[config.mk]
export PLATFORM = sky130hd
export DESIGN_NAME = replay_rd_sched_flat
export DESIGN_NICKNAME = d
export VERILOG_FILES = /design/src/rtl/replay_rd_sched_if.sv /design/src/rtl/replay_rd_sched.sv /design/src/flat_wrapper.sv
export SDC_FILE = /design/constraint.sdc
export NUM_CORES = 2
export LEC_CHECK = 0
export CAP_MARGIN = 40
export CORE_AREA = 2 2 271 273
export CTS_CLUSTER_DIAMETER = 40
export DETAILED_ROUTE_END_ITERATION = 10
export DIE_AREA = 0 0 273 275
export RECOVER_POWER = 25
export SLEW_MARGIN = 20
export SYNTH_ARGS = -nofsm -noshare
export SYNTH_HDL_FRONTEND = slang
export SYNTH_SLANG_ARGS = --single-unit
export TNS_END_PERCENT = 30
[constraint.sdc]
create_clock -name axi_aclk -period 4.7 [get_ports axi_aclk]
set_input_delay 0.705 -clock axi_aclk [delete_from_list [all_inputs] [get_ports axi_aclk]]
set_output_delay 0.705 -clock axi_aclk [all_outputs]
set_load 0.1 [all_outputs]
[src/rtl/replay_rd_sched_if.sv]
// Read-request channel between the replay scheduler and the memory controller.
// Handshake: a request transfers on any rising edge with rd_valid=1 and rd_ready=1; once
// rd_valid is raised, rd_valid/rd_addr/rd_qid stay fixed until that transfer (or reset).
interface replay_rd_sched_if #(
    parameter int ADDR_W = 19,
    parameter int QID_W  = 2
) ();
    logic              rd_valid;
    logic              rd_ready;
    logic [ADDR_W-1:0] rd_addr;
    logic [QID_W-1:0]  rd_qid;

    modport master (output rd_valid, output rd_addr, output rd_qid, input rd_ready);
    modport slave  (input rd_valid, input rd_addr, input rd_qid, output rd_ready);
endinterface

[src/rtl/replay_rd_sched.sv]
// Round-robin read scheduler that replays per-queue address ranges a configured number of
// passes, issuing one burst-address request per transfer on a registered valid/ready channel.
module replay_rd_sched #(
    parameter int C_NUM_QUEUES       = 4,
    parameter int QDR_ADDR_WIDTH     = 19,
    parameter int REPLAY_COUNT_WIDTH = 32,
    parameter int ADDR_STEP          = 2
) (
    input  logic                                     axi_aclk,
    input  logic                                     sw_rst,
    input  logic [C_NUM_QUEUES-1:0]                  enable,
    input  logic [C_NUM_QUEUES*QDR_ADDR_WIDTH-1:0]     mem_ad_low,
    input  logic [C_NUM_QUEUES*QDR_ADDR_WIDTH-1:0]     mem_ad_high,
    input  logic [C_NUM_QUEUES*REPLAY_COUNT_WIDTH-1:0] replay_count,
    input  logic [C_NUM_QUEUES-1:0]                  q_full,
    replay_rd_sched_if.master                        rd,
    output logic [C_NUM_QUEUES-1:0]                  done,
    output logic [C_NUM_QUEUES-1:0]                  cfg_err,
    output logic [2*C_NUM_QUEUES-1:0]                state_dbg
);
    localparam int AW    = QDR_ADDR_WIDTH;
    localparam int RCW   = REPLAY_COUNT_WIDTH;
    localparam int QID_W = (C_NUM_QUEUES > 1) ? $clog2(C_NUM_QUEUES) : 1;
    localparam logic [AW:0] STEP_EXT = (QDR_ADDR_WIDTH+1)'(ADDR_STEP);

    typedef enum logic [1:0] {
        Q_IDLE   = 2'd0,
        Q_ACTIVE = 2'd1,
        Q_DONE   = 2'd2
    } q_state_t;

    logic                   xfer;
    logic [C_NUM_QUEUES-1:0] elig;
    logic [AW-1:0]          cand_addr [C_NUM_QUEUES];
    logic [QID_W-1:0]       rr_ptr;
    logic                   gnt_found;
    logic [QID_W-1:0]       gnt_idx;
    logic [AW-1:0]          gnt_addr;

    assign xfer = rd.rd_valid && rd.rd_ready;

    for (genvar q = 0; q < C_NUM_QUEUES; q++) begin : g_q
        q_state_t         st;
        q_state_t         post_state;
        logic [AW-1:0]    cur_addr;
        logic [AW-1:0]    low_l;
        logic [AW-1:0]    high_l;
        logic [AW-1:0]    post_addr;
        logic [RCW-1:0]   remaining;
        logic [RCW-1:0]   post_rem;
        logic [AW:0]      nxt_ext;
        logic             pass_end;
        logic             is_pend;
        logic             hold_q;
        logic             xfer_q;
        logic             done_r;
        logic             err_r;
        logic [AW-1:0]    low_in;
        logic [AW-1:0]    high_in;
        logic [RCW-1:0]   cnt_in;

        assign low_in  = mem_ad_low[q*AW +: AW];
        assign high_in = mem_ad_high[q*AW +: AW];
        assign cnt_in  = replay_count[q*RCW +: RCW];

        // One extra bit so a step past the top of memory ends the pass instead of wrapping.
        assign nxt_ext  = {1'b0, cur_addr} + STEP_EXT;
        assign pass_end = nxt_ext > {1'b0, high_l};

        always_comb begin
            post_addr  = nxt_ext[AW-1:0];
            post_rem   = remaining;
            post_state = Q_ACTIVE;
            if (pass_end) begin
                post_addr = low_l;
                post_rem  = remaining - 1'b1;
                if (remaining <= RCW'(1)) post_state = Q_DONE;
            end
        end

        assign is_pend = rd.rd_valid && (rd.rd_qid == QID_W'(q));
        assign xfer_q  = is_pend && rd.rd_ready;
        assign hold_q  = is_pend && !rd.rd_ready;

        // A queue being presented competes again only with its post-transfer state.
        assign elig[q] = enable[q] && !q_full[q] &&
                         (is_pend ? (xfer && post_state == Q_ACTIVE) : (st == Q_ACTIVE));
        assign cand_addr[q] = is_pend ? post_addr : cur_addr;

        always_ff @(posedge axi_aclk) begin
            if (sw_rst) begin
                st        <= Q_IDLE;
                cur_addr  <= '0;
                low_l     <= '0;
                high_l    <= '0;
                remaining <= '0;
                done_r    <= 1'b0;
                err_r     <= 1'b0;
            end else if (!enable[q]) begin
                if (!hold_q) begin
                    st     <= Q_IDLE;
                    done_r <= 1'b0;
                    err_r  <= 1'b0;
                end
            end else begin
                case (st)
                    Q_IDLE: begin
                        low_l     <= low_in;
                        high_l    <= high_in;
                        remaining <= cnt_in;
                        cur_addr  <= low_in;
                        if (cnt_in == '0 || low_in > high_in) begin
                            st     <= Q_DONE;
                            done_r <= 1'b1;
                            err_r  <= (low_in > high_in);
                        end else begin
                            st <= Q_ACTIVE;
                        end
                    end
                    Q_ACTIVE: begin
                        if (xfer_q) begin
                            cur_addr  <= post_addr;
                            remaining <= post_rem;
                            st        <= post_state;
                            if (post_state == Q_DONE) done_r <= 1'b1;
                        end
                    end
                    default: ;
                endcase
            end
        end

        assign done[q]             = done_r;
        assign cfg_err[q]          = err_r;
        assign state_dbg[2*q +: 2] = st;
    end

    always_comb begin
        logic [QID_W:0] sum;
        logic [QID_W-1:0] idx;
        gnt_found = 1'b0;
        gnt_idx   = '0;
        gnt_addr  = '0;
        sum       = '0;
        idx       = '0;
        for (int i = 0; i < C_NUM_QUEUES; i++) begin
            sum = {1'b0, rr_ptr} + (QID_W+1)'(i);
            if (sum >= (QID_W+1)'(C_NUM_QUEUES)) sum = sum - (QID_W+1)'(C_NUM_QUEUES);
            idx = sum[QID_W-1:0];
            if (!gnt_found && elig[idx]) begin
                gnt_found = 1'b1;
                gnt_idx   = idx;
                gnt_addr  = cand_addr[idx];
            end
        end
    end

    always_ff @(posedge axi_aclk) begin
        if (sw_rst) begin
            rd.rd_valid <= 1'b0;
            rd.rd_addr  <= '0;
            rd.rd_qid   <= '0;
            rr_ptr      <= '0;
        end else if (!rd.rd_valid || rd.rd_ready) begin
            if (gnt_found) begin
                rd.rd_valid <= 1'b1;
                rd.rd_addr  <= gnt_addr;
                rd.rd_qid   <= gnt_idx;
                rr_ptr      <= (gnt_idx == QID_W'(C_NUM_QUEUES-1)) ? '0 : gnt_idx + 1'b1;
            end else begin
                rd.rd_valid <= 1'b0;
            end
        end
    end
endmodule
[src/flat_wrapper.sv]
// flat-port wrapper written by rule: the top's interface ports become plain ports
module replay_rd_sched_flat 
#(
    parameter int C_NUM_QUEUES       = 4,
    parameter int QDR_ADDR_WIDTH     = 19,
    parameter int REPLAY_COUNT_WIDTH = 32,
    parameter int ADDR_STEP          = 2
)
  (axi_aclk, sw_rst, enable, mem_ad_low, mem_ad_high, replay_count, q_full, done, cfg_err, state_dbg, rd_rd_valid, rd_rd_addr, rd_rd_qid, rd_rd_ready);
  replay_rd_sched_if rd_i ();
  input  logic axi_aclk;
  input  logic sw_rst;
  input  logic [C_NUM_QUEUES-1:0] enable;
  input  logic [C_NUM_QUEUES*QDR_ADDR_WIDTH-1:0] mem_ad_low;
  input  logic [C_NUM_QUEUES*QDR_ADDR_WIDTH-1:0] mem_ad_high;
  input  logic [C_NUM_QUEUES*REPLAY_COUNT_WIDTH-1:0] replay_count;
  input  logic [C_NUM_QUEUES-1:0] q_full;
  output logic [C_NUM_QUEUES-1:0] done;
  output logic [C_NUM_QUEUES-1:0] cfg_err;
  output logic [2*C_NUM_QUEUES-1:0] state_dbg;
  output wire logic [$bits(rd_i.rd_valid)-1:0] rd_rd_valid;
  output wire logic [$bits(rd_i.rd_addr)-1:0] rd_rd_addr;
  output wire logic [$bits(rd_i.rd_qid)-1:0] rd_rd_qid;
  input wire logic [$bits(rd_i.rd_ready)-1:0] rd_rd_ready;
  assign rd_rd_valid = rd_i.rd_valid;
  assign rd_rd_addr = rd_i.rd_addr;
  assign rd_rd_qid = rd_i.rd_qid;
  assign rd_i.rd_ready = rd_rd_ready;
  replay_rd_sched #(.C_NUM_QUEUES(C_NUM_QUEUES), .QDR_ADDR_WIDTH(QDR_ADDR_WIDTH), .REPLAY_COUNT_WIDTH(REPLAY_COUNT_WIDTH), .ADDR_STEP(ADDR_STEP)) u_core (.axi_aclk(axi_aclk), .sw_rst(sw_rst), .enable(enable), .mem_ad_low(mem_ad_low), .mem_ad_high(mem_ad_high), .replay_count(replay_count), .q_full(q_full), .rd(rd_i), .done(done), .cfg_err(cfg_err), .state_dbg(state_dbg));
endmodule
==> impl_results.md <==
- Fin. max-slew vios: 80
- Die Y: 275 um
- YS warnings: 0
- Critical R2R Capture: u_core.rd.rd_addr[3]$_SDFFE_PP0P_
- H-tree depth: 3
- Via-to-Cell Ratio: 5.73
- Largest family of logic cells by synthesized area: compound AO/OA/AOI/OAI gates
- Critical path endpoint category: flop
- Post-synthesis xor/xnor area fraction: under 10%
- Clk root buf: clkbuf_16
- Routability cong.: 0.937
- Core area: 0.0723 mm2
- Later-pin clock latency in the skew report: roughly 630 ps
- Clock sink count: 396
- Fin crit period: 4660 ps
- Status: finished with violations
- Min-Delay Path Depth: 2
- Post-DP Area: 0.0349 mm2
- Met2 usage: between 40% and 50%
- Lkg Pwr: between 15 and 20 nW
- WS Path Type: flop to flop
- Crit Path Max Fanout: 6
- CP arrival: slightly above 5000 ps
- Sequential fraction of the synthesis area: between 20 and 30%
- Most used DFF post-synth: dfxtp_1
- Final ANT Viol Nets: 0
- Clock buffer depth: 3
- Number of DRC markers in iteration 0: 2,955
- Total power density per cell area: 407 mW/mm2
- Antenna cells: 0
- Adder-Cell Fraction of Synth Area: a little over 7%
- Worst vdd ir: 0.327 mV
- Total CTS buffers: 84
- DR WL/cell: 19.0 um
- Fmax: roughly 0.21 GHz
- Worst endpoint required time: 5200 ps
- Simple-gate portion of the synthesized area: 24.4%
- Hold path start: u_core.g_q[3].low_l[12]$_SDFFE_PP0P_
- Via count: 31,081
- Synth async-reset ratio: 0%
- Syn avg cell area: 7.20 um2
- TritonCTS clock tree: done
- Final setup TNS: 0 ps
- PortBufs: 328
- Most frequent cells in the layout: nand2_1 (683), a21oi_1 (392), dfxtp_1 (389), nor2_1 (351), clkdlybuf4s50_1 (323)
- Place WS: -264 ps
- Clk slew on worst S/H paths: 50 ps
- Die X: roughly 270 um
- Type of the worst min-delay path: flop to flop
- RSZ-0062 raised after global routing: yes
- Post-synth EDFFs: 0
- Gr busiest metal: met2
- Layout area overhead: 34.2%
- Slew headroom: -33.0%
- First drt pass iteration count: 6
- Cells after synthesis: 3,977
- HPWL after detailed placement: roughly 75,000 um
- Cell area after layout: roughly 0.038 mm2
- Top-Level Pins: 329
- FP Rows: 99
- Seq cells post-synth: 396
- Synthesized cell area: 0.0286 mm2
- Met1 usage: a little over a third
- Remaining Overflow, GRT: 0
- GRT Overall Usage: between 20% and 30%
- Synth Area in Compound Gates: 26.6%
- Max Cap Viol: 2
- Hold Path Sink: u_core.g_q[3].low_l[12]$_SDFFE_PP0P_
- Slew at the pin with the worst max-slew slack: 2000 ps
- Setup slack, reg-to-reg: about 44 ps
- Mux contribution to synthesized area: 5.77%
- Initial Util: 39.6%
- Most common cell after layout, fill and taps aside: nand2_1
- Antenna violations before repair: 0
- Layout cell share with drive strength beyond 1: between 10% and 20%
- Nets@finish: 4,855
- Worst setup margin: 43.6 ps
- DRC: 0
- Worst Clk Skew: 27.9 ps
- Distinct cells, synth: 97
- Worst R2R Path Depth: 19
- First-pass GRT wire length: ~160,000 um
- Final setup viols: 0
- Routed WL: between 100,000 and 150,000 um
- Failing checks: capacitance limit, slew limit
- Final cycle utilization of the critical path: 99.1%
- Setup crit start kind: flop
- Final hold vios: 0
- Syn Nets: approximately 4,400
- Die ar.: ~0.075 mm2
- Pin count of the biggest net entering global routing: 121
- FF-to-FF Start: u_core.g_q[2].cur_addr[5]$_SDFFE_PP0P_
- Vias in the first global route: 28,974
- GR Layer Usage met3: around 3.6%
- Filler cells: 6,942
==> timing repair <==
item / 4_1_cts / 5_1_grt
cloned: 0 / 3
pin swaps: 5 / 36
resized for setup: 18 / 88
hold buffers: 0 / 0
buffers inserted: 3 / 6
endpoints found under the setup margin: 20 / 28
hold endpoints to repair: 0 / 0
==> layout make-up <==
type	count	area (um2)	area share, %
clock buffers	98	2220	5.79
clock inverters	57	733	1.91
inverters	194	728	1.89
multi-input cells	3110	19400	50.5
flip-flops and latches	396	7940	20.6
well taps	959	1200	3.12
repair buffers	614	6230	16.2
==> synth_stat cells (11+ instances only) <==
library cell,number,area [um2]
nand2_1,685,2570
dfxtp_1,396,7930
a21oi_1,395,1980
nor2_1,361,1360
o21ai_0,289,1450
clkbuf_1,235,882
inv_1,194,728
ha_1,164,2050
nand3_1,102,510
mux2i_1,78,781
a211oi_1,77,578
nor3_1,77,385
nor4_1,69,432
nand4_1,60,375
o211ai_1,57,428
a22oi_1,54,405
xnor2_1,44,385
a221oi_1,41,359
a21o_1,36,270
o22ai_1,33,206
or3_1,30,188
o31ai_1,29,218
nand2b_1,27,169
mux2_2,26,293
o21a_1,26,195
mux4_2,24,541
and3_1,23,144
xor2_1,21,184
nor2b_1,20,125
and2_1,18,113
buf_2,16,80.1
o311ai_0,14,123
and4_1,13,114
buf_1,13,48.8
or4_1,13,97.6
a31oi_1,12,75.1
buf_4,12,90.1
o32ai_1,11,96.3
==> how the worst max path moves through the flow <==
| stage | from | endpoint | slack, ps |
|---|---|---|---|
| floorplan | u_core.g_q[2].cur_addr[7]$_SDFFE_PP0P_ | u_core.rd.rd_addr[10]$_SDFFE_PP0P_ | -30 |
| detailed placement | u_core.g_q[2].cur_addr[7]$_SDFFE_PP0P_ | u_core.rd.rd_addr[10]$_SDFFE_PP0P_ | -260 |
| global placement | u_core.g_q[2].cur_addr[9]$_SDFFE_PP0P_ | u_core.rd.rd_addr[10]$_SDFFE_PP0P_ | -120 |
| global route | u_core.g_q[2].cur_addr[2]$_SDFFE_PP0P_ | u_core.rd.rd_addr[14]$_SDFFE_PP0P_ | -160 |
| finish | u_core.g_q[2].cur_addr[5]$_SDFFE_PP0P_ | u_core.rd.rd_addr[3]$_SDFFE_PP0P_ | 40 |
| CTS | u_core.g_q[2].cur_addr[2]$_SDFFE_PP0P_ | u_core.rd.rd_addr[7]$_SDFFE_PP0P_ | 5 |
==> state kept, by name, indices dropped and copies added (netlist names), named ones only <==
register	flops
u_core.g_q.low_l	76
u_core.g_q.done_r	4
u_core.g_q.cur_addr	76
u_core.g_q.remaining	128
u_core.rd.rd_qid	2
u_core.g_q.high_l	76
u_core.rd.rd_valid	1
u_core.rr_ptr	1
u_core.g_q.err_r	4
u_core.rd.rd_addr	19
u_core.g_q.st	8
==> stage by stage <==
step / hold slack (ps) / instances / total power [W] / utilization [%]
6_report: 451 / 5428 / 0.0157 / 53.2
3_5_place_dp: 443 / 5257 / 0.00922 / 48.2
3_3_place_gp: 439 / 5215 / 0.00904 / 47.0
4_1_cts: 451 / 5415 / 0.0155 / 52.4
5_1_grt: 469 / 5428 / 0.0165 / 53.2
2_1_floorplan: 427 / 3977 / 0.00726 / -
==> critical path: stages, from the launching register on <==
cell	delay, ps
dfxtp_1	330
and3_4	180
or4b_4	480
buf_4	180
nor2_1	110
xnor2_1	130
ha_1	330
nand4_1	110
or4_4	560
a21o_1	190
buf_4	130
nand4_1	140
o21ai_4	140
buf_12	170
mux2i_2	200
o21ai_1	140
mux4_2	520
a22oi_2	190
o211ai_1	100
a22o_1	210
==> routing by layer <==
layer	vias to the layer above	part of all wire [%]
li1	15230	-
met1	14548	44
met2	1112	45
met3	191	6.6
met4	0	3.5
met5	-	0
==> kinds of logic (layout without fill, tap and decap cells) <==
logic type	after synthesis	in the layout
flops	396	396
mux	130	131
simple gates	1541	1541
buf+inv	473	963
xor+xnor	65	65
fa+ha+maj	164	164
compound gates	1208	1209
==> where the power goes <==
part	switching, W	internal [W]	leakage (nW)
clock	0.00218	0.00405	1.41
sequential	0.000335	0.00371	3.26
combinational	0.00312	0.00228	10.6
No activity file was read; power rests on OpenSTA's default activity.
